**src/rtl/fir_tdm_prog_if.sv**
```systemverilog
// fir_tdm_prog_if
// Handshake and coefficient bus of the time-multiplexed FIR band.
//   sample in  : in_valid / in_ready / fir_in
//   result out : out_valid / out_ready / fir_out / sat
//   coef write : coef_we / coef_addr / coef_data
// master = the side feeding samples and coefficients; slave = the filter.
interface fir_tdm_prog_if #(
  parameter int WIDTH = 10,
  parameter int TAPS  = 30
);
  localparam int AW = $clog2(TAPS);

  logic             in_valid;
  logic             in_ready;
  logic [WIDTH-1:0] fir_in;
  logic             out_valid;
  logic             out_ready;
  logic [WIDTH-1:0] fir_out;
  logic             sat;
  logic             coef_we;
  logic [AW-1:0]    coef_addr;
  logic [WIDTH-1:0] coef_data;

  modport master (
    output in_valid, fir_in, out_ready, coef_we, coef_addr, coef_data,
    input  in_ready, out_valid, fir_out, sat
  );

  modport slave (
    input  in_valid, fir_in, out_ready, coef_we, coef_addr, coef_data,
    output in_ready, out_valid, fir_out, sat
  );
endinterface

```
**src/rtl/fir_tdm_prog.sv**
```systemverilog
// fir_tdm_prog
// Coefficient-programmable FIR filter, sign-magnitude samples/coefficients.
// One multiply-accumulate unit walks TAPS taps serially over a circular
// sample history, one tap per clock.
// Ports:
//   clk_slow : sole clock, rising edge
//   rst      : asynchronous active-high reset
//   bus      : fir_tdm_prog_if.slave (sample in, result out, coef write)
module fir_tdm_prog #(
  parameter int WIDTH = 10,
  parameter int TAPS  = 30
) (
  input  logic           clk_slow,
  input  logic           rst,
  fir_tdm_prog_if.slave  bus
);
  localparam int MW    = WIDTH - 1;          // magnitude bits
  localparam int PW    = 2 * MW;             // product magnitude bits
  localparam int AW    = $clog2(TAPS);
  localparam int ACC_W = PW + 1 + AW;

  localparam logic [AW-1:0] LAST_TAP = AW'(TAPS - 1);
  localparam logic [AW:0]   TAPS_W   = (AW + 1)'(TAPS);

  typedef enum logic [1:0] {IDLE, MAC, OUT} state_t;

  state_t           state, state_nx;
  logic [WIDTH-1:0] coef [TAPS];
  logic [WIDTH-1:0] hist [TAPS];
  logic [AW-1:0]    wr_ptr;
  logic [AW-1:0]    tap;
  logic [AW-1:0]    rd_idx;
  logic [ACC_W-1:0] acc;
  logic [ACC_W-1:0] acc_nx;
  logic [PW-1:0]    prod_mag;
  logic             prod_neg;
  logic [ACC_W-1:0] prod_ext;
  logic [ACC_W-1:0] acc_abs;
  logic [ACC_W-1:0] res_full;
  logic             res_sat;
  logic [MW-1:0]    res_mag;
  logic [WIDTH-1:0] res_word;
  logic [WIDTH-1:0] fir_out_q;
  logic             sat_q;
  logic             in_ready_c;
  logic             out_valid_c;
  logic             accept;
  logic             coef_wr;
  logic             last_tap;

  // FSM state register
  always_ff @(posedge clk_slow or posedge rst) begin
    if (rst) state <= IDLE;
    else     state <= state_nx;
  end

  // FSM next state and handshake outputs
  always_comb begin
    state_nx    = state;
    in_ready_c  = 1'b0;
    out_valid_c = 1'b0;
    case (state)
      IDLE: begin
        in_ready_c = 1'b1;
        if (bus.in_valid) state_nx = MAC;
      end
      MAC: begin
        if (last_tap) state_nx = OUT;
      end
      OUT: begin
        out_valid_c = 1'b1;
        if (bus.out_ready) state_nx = IDLE;
      end
      default: state_nx = IDLE;
    endcase
  end

  assign accept   = in_ready_c && bus.in_valid;
  assign coef_wr  = (state == IDLE) && bus.coef_we && ({1'b0, bus.coef_addr} < TAPS_W);
  assign last_tap = (tap == LAST_TAP);

  // Newest sample sits at wr_ptr; tap k reads the sample k steps older.
  // The sum can exceed AW bits but the wrapped result is always < TAPS.
  assign rd_idx = (wr_ptr >= tap) ? (wr_ptr - tap) : (wr_ptr + AW'(TAPS) - tap);

  always_comb begin
    prod_mag = PW'(coef[tap][MW-1:0]) * PW'(hist[rd_idx][MW-1:0]);
    prod_neg = (coef[tap][MW] ^ hist[rd_idx][MW]) && (prod_mag != '0);
    prod_ext = prod_neg ? (~ACC_W'(prod_mag) + 1'b1) : ACC_W'(prod_mag);
    acc_nx   = acc + prod_ext;
  end

  // Result is formed from the accumulator including the final tap's term
  always_comb begin
    acc_abs  = acc_nx[ACC_W-1] ? (~acc_nx + 1'b1) : acc_nx;
    res_full = acc_abs >> MW;
    res_sat  = (res_full > ACC_W'({MW{1'b1}}));
    res_mag  = res_sat ? '1 : res_full[MW-1:0];
    res_word = {acc_nx[ACC_W-1] && (res_mag != '0), res_mag};
  end

  always_ff @(posedge clk_slow or posedge rst) begin
    if (rst) begin
      for (int unsigned i = 0; i < TAPS; i++) begin
        coef[i] <= '0;
        hist[i] <= '0;
      end
      wr_ptr    <= '0;
      tap       <= '0;
      acc       <= '0;
      fir_out_q <= '0;
      sat_q     <= 1'b0;
    end else begin
      if (coef_wr) coef[bus.coef_addr] <= bus.coef_data;
      if (accept) begin
        // negative zero is stored as positive zero
        hist[wr_ptr] <= {(bus.fir_in[MW-1:0] != '0) && bus.fir_in[MW], bus.fir_in[MW-1:0]};
        acc          <= '0;
        tap          <= '0;
      end
      if (state == MAC) begin
        acc <= acc_nx;
        tap <= tap + 1'b1;
        if (last_tap) begin
          fir_out_q <= res_word;
          sat_q     <= res_sat;
          wr_ptr    <= (wr_ptr == LAST_TAP) ? '0 : wr_ptr + 1'b1;
        end
      end
    end
  end

  assign bus.in_ready  = in_ready_c;
  assign bus.out_valid = out_valid_c;
  assign bus.fir_out   = fir_out_q;
  assign bus.sat       = sat_q;
endmodule

```
**src/flat_wrapper.sv**
```systemverilog
// flat-port wrapper written by rule: the top's interface ports become plain ports
module fir_tdm_prog_flat 
#(
  parameter int WIDTH = 10,
  parameter int TAPS  = 30
)
  (clk_slow, rst, bus_in_valid, bus_fir_in, bus_out_ready, bus_coef_we, bus_coef_addr, bus_coef_data, bus_in_ready, bus_out_valid, bus_fir_out, bus_sat);
  fir_tdm_prog_if #(.WIDTH(WIDTH), .TAPS(TAPS)) bus_i ();
  input  logic clk_slow;
  input  logic rst;
  input wire logic [$bits(bus_i.in_valid)-1:0] bus_in_valid;
  input wire logic [$bits(bus_i.fir_in)-1:0] bus_fir_in;
  input wire logic [$bits(bus_i.out_ready)-1:0] bus_out_ready;
  input wire logic [$bits(bus_i.coef_we)-1:0] bus_coef_we;
  input wire logic [$bits(bus_i.coef_addr)-1:0] bus_coef_addr;
  input wire logic [$bits(bus_i.coef_data)-1:0] bus_coef_data;
  output wire logic [$bits(bus_i.in_ready)-1:0] bus_in_ready;
  output wire logic [$bits(bus_i.out_valid)-1:0] bus_out_valid;
  output wire logic [$bits(bus_i.fir_out)-1:0] bus_fir_out;
  output wire logic [$bits(bus_i.sat)-1:0] bus_sat;
  assign bus_i.in_valid = bus_in_valid;
  assign bus_i.fir_in = bus_fir_in;
  assign bus_i.out_ready = bus_out_ready;
  assign bus_i.coef_we = bus_coef_we;
  assign bus_i.coef_addr = bus_coef_addr;
  assign bus_i.coef_data = bus_coef_data;
  assign bus_in_ready = bus_i.in_ready;
  assign bus_out_valid = bus_i.out_valid;
  assign bus_fir_out = bus_i.fir_out;
  assign bus_sat = bus_i.sat;
  fir_tdm_prog #(.WIDTH(WIDTH), .TAPS(TAPS)) u_core (.clk_slow(clk_slow), .rst(rst), .bus(bus_i));
endmodule
```
**config.mk**
```make
export PLATFORM = sky130hd
export DESIGN_NAME = fir_tdm_prog_flat
export DESIGN_NICKNAME = d
export VERILOG_FILES = /design/src/rtl/fir_tdm_prog_if.sv /design/src/rtl/fir_tdm_prog.sv /design/src/flat_wrapper.sv
export SDC_FILE = /design/constraint.sdc
export NUM_CORES = 2
export LEC_CHECK = 0
export ABC_AREA = 1
export CORE_MARGIN = 4
export CORE_UTILIZATION = 40
export CTS_BUF_LIST = sky130_fd_sc_hd__clkbuf_4
export CTS_CLUSTER_DIAMETER = 80
export DETAILED_ROUTE_END_ITERATION = 12
export PLACE_DENSITY = 0.65
export SLEW_MARGIN = 20
export SYNTH_ARGS = -nofsm -noshare
export SYNTH_HDL_FRONTEND = slang
export SYNTH_SLANG_ARGS = --single-unit
```
**constraint.sdc**
```tcl
create_clock -name clk_slow -period 21.2 [get_ports clk_slow]
set_input_delay 2.12 -clock clk_slow [delete_from_list [all_inputs] [get_ports clk_slow]]
set_output_delay 2.12 -clock clk_slow [all_outputs]
set_load 0.01 [all_outputs]
```
==> results.txt <==
cts hold-fix bufs: 0
Synth async-reset ratio: 1.00
Finish-stage setup viols: 0
final max-slew violation count: 0
CP Data Required Time: 22120 ps
wire per inst: 18.0 microns
row cnt: 107
Seq/Total Area, Yosys: 0.465
Avg Vias per Cell: 5.33
hpwl dp: 63800 microns
Detail Route Antenna Nets: 0
Avg Cell Area, Syn: 7.94 sq um
fill count: 8722
H-tree lvl count: 4
post-synth top area share: 0.465
Total GRT Usage: 0.222
Yosys cell types: 61
RD Place Congestion: 0.875
reg2reg end: u_core.bus.fir_out[9]$_DFFE_PP0P_
Fmax: 80.2 MHz
flop2flop setup slack: 8720 ps
Synth Flop Type: dfrtp_1
Worst-Skew Late Latency: 1030 ps
total congestion overflow: 0
Die H: 303 microns
Area contributors post-synth: dfrtp_1 (47%), nand2_1 (11%), o21ai_0 (9.3%)
pre-CTS setup slack: 8920 ps
Num CTS Buffers: 176
r2r startpoint: u_core.tap[3]$_DFFE_PP0P_
Detailed Route WL: 101000 microns
CP Launch Type: flip-flop
die width: 303 microns
Worst setup EP type: flip-flop
Reg clk slew, reported paths: 70 ps
sequential cell area: 16200 sq um
largest net degree at the start of global routing: 160
CTS tree: built
ratio of cells with drive above 1 in the final layout: 0.0848
initial antenna violation count: 3
Clock Tree Root: clkbuf_4
CP peak stage delay: 710 ps
Synth Net Count: 4545
Worst setup startpoint: u_core.tap[3]$_DFFE_PP0P_
Worst Skew: 59.8 ps
setup_tns: 0 ps
CP dominant cell by count: nand2_1
HP Class: reg2reg
Initial Util: 0.406
slowest CP cell: dfrtp_1
Yosys reg bits: 647
RSZ-0062 raised after global routing: false
Syn Inst Count: 4383
crit path DAT: 13400 ps
final worst setup slack: 8720 ps
clk sinks: 647
worst-margin pin slew: 1150 ps
worst setup path end: u_core.bus.fir_out[9]$_DFFE_PP0P_
relative slew slack: 0.229
CTS resizes: 0
Worst Path Max Fanout: 32
max-cap viol count: 0
Area Growth Syn to Fin: 9.09%
number of synthesized flops with an enable pin: 0
die area: 91800 sq um
DR DRC count: 0
synthesized cell area: 34800 sq um
r2r worst-path depth: 59
drt pass-1 iters: 6
first-pass GRT wire length: 162000 microns
minimum clock period: 12480 ps
nets: 4503
Core ar.: 85700 sq um
IO buf count: 42
multi-input logic area: 16000 sq um
Final Hold Vio Count: 0
I/O pin cnt: 43
vias: 29900
final period utilization: 0.588
Hold Path Cell Cnt: 2
status: finished, final reports clean
Iter 0 DRT Violations: 2657
post-synth top area cell: dfrtp_1
number of global-route vias before repair: 28700
Ys Warns: 0
crit path kind: reg2reg
Post-CTS Setup Repair Bufs: 0
clk buf depth: 3
-- placed cells by master, fill, tap and decap left out, drive strengths merged, types with 30 or more instances in the layout --
| master | count |
|---|---|
| nand2 | 1056 |
| o21ai | 657 |
| dfrtp | 647 |
| nor2 | 444 |
| inv | 361 |
| a21oi | 298 |
| clkbuf | 250 |
| nand3 | 164 |
| ha | 79 |
| fa | 53 |
| clkinv | 51 |
| buf | 45 |
| clkdlybuf4s50 | 42 |
| o211ai | 36 |
| o311ai | 33 |
| xor2 | 33 |
| a22oi | 30 |
-- cell usage after synthesis, types with 3 or more instances --
cell and n:
a32o_1 8, clkbuf_1 258, nand2_2 7, fa_1 53
nand4_1 19, o31ai_1 3, nand3_4 5, o221ai_1 6
dfrtp_1 647, nand3_2 6, a21o_1 6, o22ai_1 8
a221o_1 7, nor2_1 436, o211ai_1 36, a21oi_1 296
buf_4 3, o311ai_0 33, xnor2_1 20, mux2i_1 25
inv_2 6, nand3b_1 4, nand3_1 153, nand2_4 8
a32oi_1 15, o21ai_1 8, nor3_1 19, buf_1 20
xor2_1 32, o2111ai_1 4, a22oi_1 30, a31oi_1 10
buf_6 5, nor2_2 5, nand2_1 1041, inv_1 356
clkinv_1 7, buf_2 21, ha_1 79, o21ai_0 648
o21a_1 4
-- cells by family (layout without fill, tap and decap cells) --
| logic type | after synthesis | in the layout | synth area share |
|---|---|---|---|
| AOI/OAI and AO/OA | 1136 | 1136 | 0.179 |
| xor gates and xnor gates | 54 | 54 | 0.0140 |
| adders and majority gates | 132 | 132 | 0.0589 |
| buffers and inverters | 676 | 753 | 0.0751 |
| DFF | 647 | 647 | 0.465 |
| muxes | 25 | 25 | 0.00719 |
| other | 0 | 5 | 0 |
| and+or+nand+nor | 1713 | 1713 | 0.200 |
-- through the flow --
stage	instance area, sq um	hold WS, ps	instances	utilization
3_3_place_gp	35800	461	5307	0.418
6_report	38000	483	5609	0.443
4_1_cts	37900	484	5604	0.443
2_1_floorplan	34800	448	4383	-
3_5_place_dp	35800	468	5307	0.418
5_1_grt	38000	490	5609	0.443
-- layer usage --
metal  GRT usage  wire length [microns]  up-vias
met5           0                      0        -
met4      0.0785                   2750        0
met3      0.0394                   6160      168
met2       0.348                  46300     1018
met1       0.310                  45700    14300
li1            -                      -    14300
-- critical path: cells and delay by family (launching register included) --
family | cells | cell delay (ps)
adder cells (fa/ha/maj) | 8 | 3620
flip-flops | 1 | 710
XOR/XNOR | 2 | 330
buffers and inverters | 10 | 1800
AO/OA/AOI/OAI | 8 | 1930
AND/OR/NAND/NOR | 31 | 3910
-- worst min-delay path by stage --
stage	startpoint	endpoint	slack (ps)
after floorplan	u_core.coef[119]$_DFFE_PP0P_	u_core.coef[119]$_DFFE_PP0P_	450
after global placement	u_core.coef[239]$_DFFE_PP0P_	u_core.coef[239]$_DFFE_PP0P_	460
after detailed placement	u_core.coef[10]$_DFFE_PP0P_	u_core.coef[10]$_DFFE_PP0P_	470
after CTS	u_core.coef[15]$_DFFE_PP0P_	u_core.coef[15]$_DFFE_PP0P_	480
after global routing	u_core.coef[17]$_DFFE_PP0P_	u_core.coef[17]$_DFFE_PP0P_	490
final	u_core.hist[3]$_DFFE_PP0P_	u_core.hist[3]$_DFFE_PP0P_	480
-- area by class of cell --
class,count,area share
antenna,5,0.000330
inverter,369,0.0368
tap,1144,0.0377
sequential,647,0.427
multi-input combinational,3060,0.422
timing repair buffer,87,0.0203
clock buffer,250,0.0494
clock inverter,47,0.00646
-- sequential cells by signal, summed over array words and instances, names as in the netlist --
name                cells
u_core.coef           300
u_core.hist           300
u_core.acc             24
u_core.bus.fir_out     10
u_core.tap              5
u_core.wr_ptr           5
u_core.state            2
u_core.bus.sat          1
Power is left out: the tool's default activity adds up to more than one toggle a clock period on the data nets, which glitch-free logic cannot reach.
